==> src/rtl/scan_scheduler_if.sv <==
// Handshake bundle between the scan scheduler and its surroundings
// (parameter buffer, membership datapath, output port).
interface scan_scheduler_if #(
  parameter int COORD_W = 4,
  parameter int CNT_W   = 7
) ();
  logic               en_i;
  logic               hold_i;
  logic               hit_i;
  logic               load_o;
  logic               busy_o;
  logic [COORD_W-1:0] coord_x_o;
  logic [COORD_W-1:0] coord_y_o;
  logic               coord_vld_o;
  logic [CNT_W-1:0]   candidate_o;
  logic               valid_o;

  modport slave (
    input  en_i, hold_i, hit_i,
    output load_o, busy_o, coord_x_o, coord_y_o, coord_vld_o, candidate_o, valid_o
  );

  modport master (
    output en_i, hold_i, hit_i,
    input  load_o, busy_o, coord_x_o, coord_y_o, coord_vld_o, candidate_o, valid_o
  );
endinterface

==> src/rtl/scan_scheduler.sv <==
// Raster-scans the candidate grid through the membership pipeline and counts hits,
// tracking each issued point through a PIPE_LAT-deep shift register.
module scan_scheduler #(
  parameter int COORD_W  = 4,
  parameter int GRID_MIN = 1,
  parameter int GRID_MAX = 8,
  parameter int PIPE_LAT = 2,
  parameter int CNT_W    = 7
) (
  input  logic             clk_i,
  input  logic             rst_i,
  scan_scheduler_if.slave  bus
);

  typedef enum logic [2:0] {
    IDLE  = 3'd0,
    LOAD  = 3'd1,
    SCAN  = 3'd2,
    DRAIN = 3'd3,
    DONE  = 3'd4
  } state_t;

  localparam logic [COORD_W-1:0] MIN_C   = COORD_W'(GRID_MIN);
  localparam logic [COORD_W-1:0] MAX_C   = COORD_W'(GRID_MAX);
  localparam logic [COORD_W-1:0] ONE_X   = COORD_W'(1);
  localparam logic [CNT_W-1:0]   ONE_C   = CNT_W'(1);
  localparam logic [CNT_W-1:0]   CNT_MAX = {CNT_W{1'b1}};

  state_t               state_q, state_d;
  logic [COORD_W-1:0]   x_q, x_d;
  logic [COORD_W-1:0]   y_q, y_d;
  logic [CNT_W-1:0]     cand_q, cand_d;
  logic [PIPE_LAT-1:0]  track_q, track_d;
  logic                 issue_s;

  always_comb begin
    state_d = state_q;
    x_d     = x_q;
    y_d     = y_q;
    cand_d  = cand_q;
    issue_s = (state_q == SCAN) && !bus.hold_i;
    track_d = (track_q << 1'b1) | PIPE_LAT'(issue_s);

    // Oldest tracking bit marks the cycle whose hit_i belongs to an issued point.
    if (track_q[PIPE_LAT-1] && bus.hit_i && (cand_q != CNT_MAX)) begin
      cand_d = cand_q + ONE_C;
    end else begin
      cand_d = cand_q;
    end

    case (state_q)
      IDLE: begin
        if (bus.en_i) state_d = LOAD;
        else          state_d = IDLE;
      end
      LOAD: begin
        cand_d  = '0;
        x_d     = MIN_C;
        y_d     = MIN_C;
        state_d = SCAN;
      end
      SCAN: begin
        if (issue_s) begin
          if (x_q == MAX_C) begin
            if (y_q == MAX_C) begin
              state_d = DRAIN;
            end else begin
              x_d = MIN_C;
              y_d = y_q + ONE_X;
            end
          end else begin
            x_d = x_q + ONE_X;
          end
        end else begin
          state_d = SCAN;
        end
      end
      DRAIN: begin
        if (track_d == '0) state_d = DONE;
        else               state_d = DRAIN;
      end
      DONE: begin
        if (bus.en_i) state_d = LOAD;
        else          state_d = DONE;
      end
      default: state_d = IDLE;
    endcase
  end

  always_ff @(posedge clk_i or posedge rst_i) begin
    if (rst_i) begin
      state_q <= IDLE;
      x_q     <= MIN_C;
      y_q     <= MIN_C;
      cand_q  <= '0;
      track_q <= '0;
    end else begin
      state_q <= state_d;
      x_q     <= x_d;
      y_q     <= y_d;
      cand_q  <= cand_d;
      track_q <= track_d;
    end
  end

  assign bus.load_o      = (state_q == LOAD);
  assign bus.busy_o      = (state_q == LOAD) || (state_q == SCAN) || (state_q == DRAIN);
  assign bus.valid_o     = (state_q == DONE);
  assign bus.coord_vld_o = issue_s;
  assign bus.coord_x_o   = x_q;
  assign bus.coord_y_o   = y_q;
  assign bus.candidate_o = cand_q;

endmodule

==> src/flat_wrapper.sv <==
// flat-port wrapper written by rule: the top's interface ports become plain ports
module scan_scheduler_flat 
#(
  parameter int COORD_W  = 4,
  parameter int GRID_MIN = 1,
  parameter int GRID_MAX = 8,
  parameter int PIPE_LAT = 2,
  parameter int CNT_W    = 7
)
  (clk_i, rst_i, bus_en_i, bus_hold_i, bus_hit_i, bus_load_o, bus_busy_o, bus_coord_x_o, bus_coord_y_o, bus_coord_vld_o, bus_candidate_o, bus_valid_o);
  scan_scheduler_if #(.COORD_W(COORD_W), .CNT_W(CNT_W)) bus_i ();
  input  logic clk_i;
  input  logic rst_i;
  input wire logic [$bits(bus_i.en_i)-1:0] bus_en_i;
  input wire logic [$bits(bus_i.hold_i)-1:0] bus_hold_i;
  input wire logic [$bits(bus_i.hit_i)-1:0] bus_hit_i;
  output wire logic [$bits(bus_i.load_o)-1:0] bus_load_o;
  output wire logic [$bits(bus_i.busy_o)-1:0] bus_busy_o;
  output wire logic [$bits(bus_i.coord_x_o)-1:0] bus_coord_x_o;
  output wire logic [$bits(bus_i.coord_y_o)-1:0] bus_coord_y_o;
  output wire logic [$bits(bus_i.coord_vld_o)-1:0] bus_coord_vld_o;
  output wire logic [$bits(bus_i.candidate_o)-1:0] bus_candidate_o;
  output wire logic [$bits(bus_i.valid_o)-1:0] bus_valid_o;
  assign bus_i.en_i = bus_en_i;
  assign bus_i.hold_i = bus_hold_i;
  assign bus_i.hit_i = bus_hit_i;
  assign bus_load_o = bus_i.load_o;
  assign bus_busy_o = bus_i.busy_o;
  assign bus_coord_x_o = bus_i.coord_x_o;
  assign bus_coord_y_o = bus_i.coord_y_o;
  assign bus_coord_vld_o = bus_i.coord_vld_o;
  assign bus_candidate_o = bus_i.candidate_o;
  assign bus_valid_o = bus_i.valid_o;
  scan_scheduler #(.COORD_W(COORD_W), .GRID_MIN(GRID_MIN), .GRID_MAX(GRID_MAX), .PIPE_LAT(PIPE_LAT), .CNT_W(CNT_W)) u_core (.clk_i(clk_i), .rst_i(rst_i), .bus(bus_i));
endmodule
==> config.mk <==
export PLATFORM = sky130hd
export DESIGN_NAME = scan_scheduler_flat
export DESIGN_NICKNAME = d
export VERILOG_FILES = /design/src/rtl/scan_scheduler_if.sv /design/src/rtl/scan_scheduler.sv /design/src/flat_wrapper.sv
export SDC_FILE = /design/constraint.sdc
export NUM_CORES = 1
export LEC_CHECK = 0
export BUFFER_PORTS_ARGS = -buffer_cell sky130_fd_sc_hd__buf_2
export CORE_MARGIN = 2
export CORE_UTILIZATION = 25
export DETAILED_ROUTE_END_ITERATION = 16
export PLACE_DENSITY = 0.5
export SYNTH_ARGS = -nofsm -noshare
export SYNTH_HDL_FRONTEND = slang
export SYNTH_SLANG_ARGS = --single-unit
==> constraint.sdc <==
create_clock -name clk_i -period 2.2 [get_ports clk_i]
set_clock_uncertainty 0.15 [all_clocks]
set_input_delay 0.66 -clock clk_i [delete_from_list [all_inputs] [get_ports clk_i]]
set_output_delay 0.66 -clock clk_i [all_outputs]
set_load 0.005 [all_outputs]
==> impl_metrics.ini, run 1 <==
[outcome]
status = complete, no violations

[worst_hold_path]
min_from = u_core.track_q[0]
whs_endpoint = u_core.track_q[1]
holdPathStages = 0
hold_class = flip-flop to flip-flop

[sta]
tightestPinTransition_ps = 313
finalMaxSlewViolations = 0
fin_tns_setup_ps = 0
rsz0062_at_grt = false
layout_min_cycle_time_ps = 2090
fin_ws_ps = 111
timing.slew.headroom_pct = 79.1
hold_violations = 0
max_freq_mhz = 479
period_share_pct = 95.0
finalSetupViolCount = 0

[place]
io_buffers = 23
placement.setup.worst_slack_ps = -62.8
dp_hpwl_mm = 1.89
placed_area_um2 = 1280
gp_congestion = 0.767

[route]
dr_wl_met2_mm = 1.23
drt-met1-wl_mm = 1.13
num_vias = 973
route.met3.wl_um = 167
drt_iter0_drc = 34
drt-total-wl_mm = 2.54
dr.pass1.iters = 4
dr.max_layer_used = met4
wl_per_cell_um = 13.3
ant_nets = 0
drt-vias-per-instance = 5.09
drt_drc_violations_left = 0

[synth]
syn_area_per_cell_um2 = 9.83
syn_area_um2 = 1070
synthFlopType = dfrtp_1
ys_seq_area_share_pct = 47.0
syn_inst = 109
yosysTopAreaCellShare_pct = 42.1
synth_nets = 119
ys_types = 34
synth_edf_count = 0
synth_warnings = 0
synthArstFlopShare_pct = 100
netlist.top_cell.by_area = dfrtp_1
yosys-top-cells-area = dfrtp_1 42%, ha_1 5.8%, dfstp_2 4.9%
synth_seq_cells = 20

[setup_path]
critPathArrivalTime_ps = 1280
cpPeakStageDelay_ps = 490
r2r_start = u_core.state_q[0]
path_cells = nor4b_4 -> buf_2
cp_max_fo = 8
critPathRequiredTime_ps = 1390
reg2reg_to = u_core.bus.coord_y_o[3]
critPathKind = flip-flop to output pin
worstSetupEndpointType = output pin
path_depth = 2
ff2ff_setup_slack_ps = 210
rr_worst_depth = 5
cp_slowest_cell = dfrtp_1
cp_num_buf_inv = 1
cp_top_family = flip-flops
startpoint_type = flip-flop

[power]
seqPwrFrac_pct = 37.6
p_leak_nw = 0.667
power.switching_w = 0.000609
p_int_w = 0.00104
swShare_pct = 36.9
power_frac_clock_pct = 22.0
ir_drop_v = 0.000436
p_per_area_nw_per_um2 = 1210
power_w = 0.00165
p_comb_share_pct = 40.4

[die]
start_util_pct = 26.4
coreArea_um2 = 4060
ios = 24
rows = 23
die_x_um = 69.5
die_area_um2 = 4820
die_h_um = 69.5

[grt]
grtUsageTotal_pct = 10.8
grt_antenna_before_repair = 0
grt_pass1_vias = 941
overflow = 0
grt_max_degree = 21
grt_pass1_wl_mm = 4.25

[run]
maxCapViolations = 0

[clock_tree]
cts_tree = yes
postCtsHoldBufs = 0
htreeDepth = 1
clk_latency_ps = 260
clk_pin_slew_ps = 80
cts-resized-gates = 0
root_buffer = clkbuf_8
numCtsBuffers = 3
cts_sinks = 20
clock_path_buffers = 2

[layout]
n_antenna_cell = 0
drive_gt1_share_pct = 27.7
nNetsFinal = 152
syn2layout_area_growth_pct = 26.8
final_cell_area_um2 = 1360
nFillCells = 413
## how the worst max path moves through the flow
stage          slack, ps                      end              start
3_5_place_dp         -60  u_core.bus.coord_y_o[3]         bus_hold_i
4_1_cts               70          bus_coord_vld_o  u_core.state_q[0]
3_3_place_gp         -40          bus_coord_vld_o         bus_hold_i
6_report             110          bus_coord_vld_o  u_core.state_q[0]
5_1_grt               40          bus_coord_vld_o  u_core.state_q[0]
2_1_floorplan        200  u_core.bus.coord_y_o[3]         bus_hold_i
## through the flow
| stage | utilization (%) | hold WS [ps] | instances |
|---|---|---|---|
| after global placement | 31.5 | 246 | 186 |
| after detailed placement | 31.5 | 241 | 186 |
| after floorplan | - | 216 | 109 |
| after CTS | 33.5 | 259 | 191 |
| after global routing | 33.5 | 271 | 191 |
| final | 33.5 | 261 | 191 |
## Yosys cell counts, drive strengths merged (2+ instances only)
cell type / number
a21oi: 5
a31oi: 3
and3: 2
dfrtp: 18
dfstp: 2
ha: 5
inv: 9
mux2i: 2
nand2: 10
nand2b: 2
nand3: 5
nand3b: 2
nor2: 9
o211ai: 2
o21a: 2
o21ai: 6
o31a: 2
o31ai: 4
or3: 4
or4: 2
## registers in the layout (all words and copies together), names as in the netlist
name / count
u_core.bus.coord_x_o: 4
u_core.state_q: 3
u_core.bus.candidate_o: 7
u_core.bus.coord_y_o: 4
u_core.track_q: 2
## worst register-to-register path: stages (launching register included)
cell and delay [ps]:
dfrtp_1 490, nor4b_4 360, buf_4 200, nand2_2 80, or4_1 470, a21oi_1 160
## logic make-up after synthesis
family	count (synthesis)	share of synthesized area [%]
AOI/OAI and AO/OA	29	18.0
and+or+nand+nor	41	22.0
xor gates and xnor gates	1	0.818
buffers and inverters	11	4.56
adders and majority gates	5	5.84
DFF	20	47.0
muxes	2	1.87
## routing by layer
layer,GRT usage [%],vias up
met5,0,-
met4,3.49,0
met3,2.91,2
met2,18.1,34
met1,13.5,481
li1,-,456
## power by group through the flow
stage                     Sequential [W]  Combinational (W)  Clock, W
after global routing            0.000637           0.000754  0.000392
after global placement          0.000621           0.000640         0
after detailed placement        0.000624           0.000661         0
final                           0.000620           0.000665  0.000363
after CTS                       0.000619           0.000675  0.000374
after floorplan                 0.000590           0.000439         0
## repair_timing
| item | CTS | global route |
|---|---|---|
| endpoints found under the setup margin | 1 | 0 |
| hold endpoints to repair | 0 | 0 |
| buffers inserted | 1 | 0 |
## cell type report
type                       instances  area [µm²]  area share (%)
multi-input combinational         78         519            38.2
sequential                        20         503            37.1
timing repair buffer              30         168            12.4
tap                               50        62.6            4.61
clock buffer                       3        41.3            3.04
inverter                           9        33.8            2.49
clock inverter                     1        30.0            2.21
## cells in the final DEF, fill, tap and decap left out, types with 3 or more instances in the layout
cell type / instances
a21oi_1: 5
a31oi_1: 3
buf_2: 23
buf_4: 7
clkbuf_8: 3
dfrtp_1: 18
ha_1: 5
inv_1: 9
nand2_1: 9
nand3_1: 5
nor2_1: 9
o21ai_0: 6
o31ai_1: 4
or3_1: 4
No activity file was read; power rests on OpenSTA's default activity.
==> inputs of run 2 (changes only) <==
Settings changed: PLACE_DENSITY 0.5 to unset, PLACE_DENSITY_LB_ADDON set to 0.3.
==> run 2 against run 1 <==
Net effect:
- total power decreased by 8.3%
- hold slack improved by 2.6 ps
- wire length decreased by 8.9%
- critical path depth increased by 2
- clock-buffer cell count increased by 1
- sequential power about the same
- register-to-register slack improved by 40 ps
- sequential share of layout area increased by 1.0 points
- clock power decreased by 33%
- critical path type is now primary input to output pin
- largest cell class unchanged
- largest power group unchanged
- highest routed layer unchanged
==> impl_metrics.ini, run 2 (same netlist as run 1, synthesis figures left out) <==
[clock_tree]
cts_sinks = 20
cts_tree = yes
postCtsHoldBufs = 0
root_buffer = clkbuf_8
numCtsBuffers = 3
clk_latency_ps = 250
htreeDepth = 1
clock_path_buffers = 2
clk_pin_slew_ps = 70

[layout]
final_common_cell = buf_2
final_util_pct = 32.7
largest_register_ff_count = 7
final_cell_mix = 23 x buf_2, 17 x dfrtp_1, 9 x nor2_1, 9 x nand2_1, 9 x inv_1
n_antenna_cell = 0
nNetsFinal = 151
final_cell_area_um2 = 1330
syn2layout_area_growth_pct = 23.7
drive_gt1_share_pct = 27.1
nFillCells = 428

[die]
die_x_um = 69.5
rows = 23
die_area_um2 = 4820
start_util_pct = 26.4
ios = 24
die_h_um = 69.5
coreArea_um2 = 4060

[power]
p_comb_share_pct = 42.9
ir_drop_v = 0.000470
swShare_pct = 39.0
power_frac_clock_pct = 16.1
p_leak_nw = 0.648
power.switching_w = 0.000589
p_per_area_nw_per_um2 = 1140
p_int_w = 0.000922
seqPwrFrac_pct = 41.0

[setup_path]
path_cells = buf_2 -> nor4b_4 -> buf_4 -> buf_2
critPathRequiredTime_ps = 1390
critPathKind = primary input to output pin
crit_top_cell = buf_2
cp_slowest_cell = nor4b_4
rr_worst_depth = 7
cpPeakStageDelay_ps = 250
startpoint_type = primary input
critPathArrivalTime_ps = 1330
cp_max_fo = 7
worstSetupEndpointType = output pin

[grt]
overflow = 0
grt_antenna_before_repair = 0
grtUsageTotal_pct = 10.3
grt_pass1_wl_mm = 4.13
grt_max_degree = 21
grt_pass1_vias = 929

[sta]
period_share_pct = 97.4
fin_tns_setup_ps = 0
hold_violations = 0
finalSetupViolCount = 0
max_freq_mhz = 467
finalMaxSlewViolations = 0
rsz0062_at_grt = false
layout_min_cycle_time_ps = 2140
timing.slew.headroom_pct = 81.4
tightestPinTransition_ps = 274

[worst_hold_path]
hold_class = flip-flop to flip-flop
holdPathStages = 0

[route]
dr.pass1.iters = 4
wl_per_cell_um = 12.2
drt_drc_violations_left = 0
num_vias = 926
drt_iter0_drc = 31
drt-vias-per-instance = 4.87
drt-total-wl_mm = 2.31
ant_nets = 0

[outcome]
status = complete, no violations

[place]
gp_congestion = 0.752
io_buffers = 23
placed_area_um2 = 1280
dp_hpwl_mm = 1.77

[run]
maxCapViolations = 0
run 2: cell types whose count changed in the layout (fill, tap and decap cells not counted), sizes merged:
| cell | previous run | this run |
|---|---|---|
| buf | 30 | 29 |
| bufinv | 1 | 0 |
| clkbuf | 3 | 4 |
run 2: metrics by stage:
step | hold WS [ps] | total power [W] | cells | setup slack, ps
after floorplan | 216 | 0.00103 | 109 | 196
after global placement | 237 | 0.00126 | 186 | 39.6
after detailed placement | 245 | 0.00128 | 186 | 54.8
after CTS | 262 | 0.00154 | 190 | 44.7
after global routing | 284 | 0.00166 | 190 | 20.1
final | 264 | 0.00151 | 190 | 57.6
run 2: timing repair:
item,in CTS,in global routing
resized for setup,0,1
endpoints found under the setup margin,0,1
buffers inserted,0,0
run 2: area by class of cell:
type	instances	area [µm²]	share of cell area [%]
Inverter	9	33.8	2.55
Multi-Input combinational cell	78	519	39.2
Clock buffer	4	45.0	3.40
Timing Repair Buffer	29	160	12.1
Sequential cell	20	504	38.1
Tap cell	50	62.6	4.72
run 2: final timing paths:
path,from,endpoint,slack [ps]
worst max-delay path,bus_hold_i,bus_coord_vld_o,60
worst min register to register,u_core.track_q[0],u_core.track_q[1],260
max in group asynchronous,rst_i,u_core.bus.coord_x_o[0],1360
worst max register to register,u_core.bus.coord_x_o[1],u_core.bus.coord_y_o[3],250
min in group asynchronous,rst_i,u_core.bus.coord_y_o[1],270
worst min-delay path,u_core.track_q[0],u_core.track_q[1],260
run 2: power by group through the flow:
stage | clock network [W] | logic (W) | registers [W]
2_1_floorplan | 0 | 0.000439 | 0.000590
3_3_place_gp | 0 | 0.000645 | 0.000619
3_5_place_dp | 0 | 0.000656 | 0.000624
4_1_cts | 0.000258 | 0.000659 | 0.000619
5_1_grt | 0.000273 | 0.000744 | 0.000642
6_report | 0.000244 | 0.000648 | 0.000619
run 2: worst max-delay path, delay by kind of cell:
family | cells | cell delay [ps]
buffers and inverters | 3 | 420
and+or+nand+nor | 1 | 250
run 2: routing by layer:
layer / track usage (%) / share of wire (%)
met3: 2.62 / 5.5
met5: 0 / 0
met4: 4.58 / 0.61
met2: 17.6 / 49
met1: 12.2 / 45
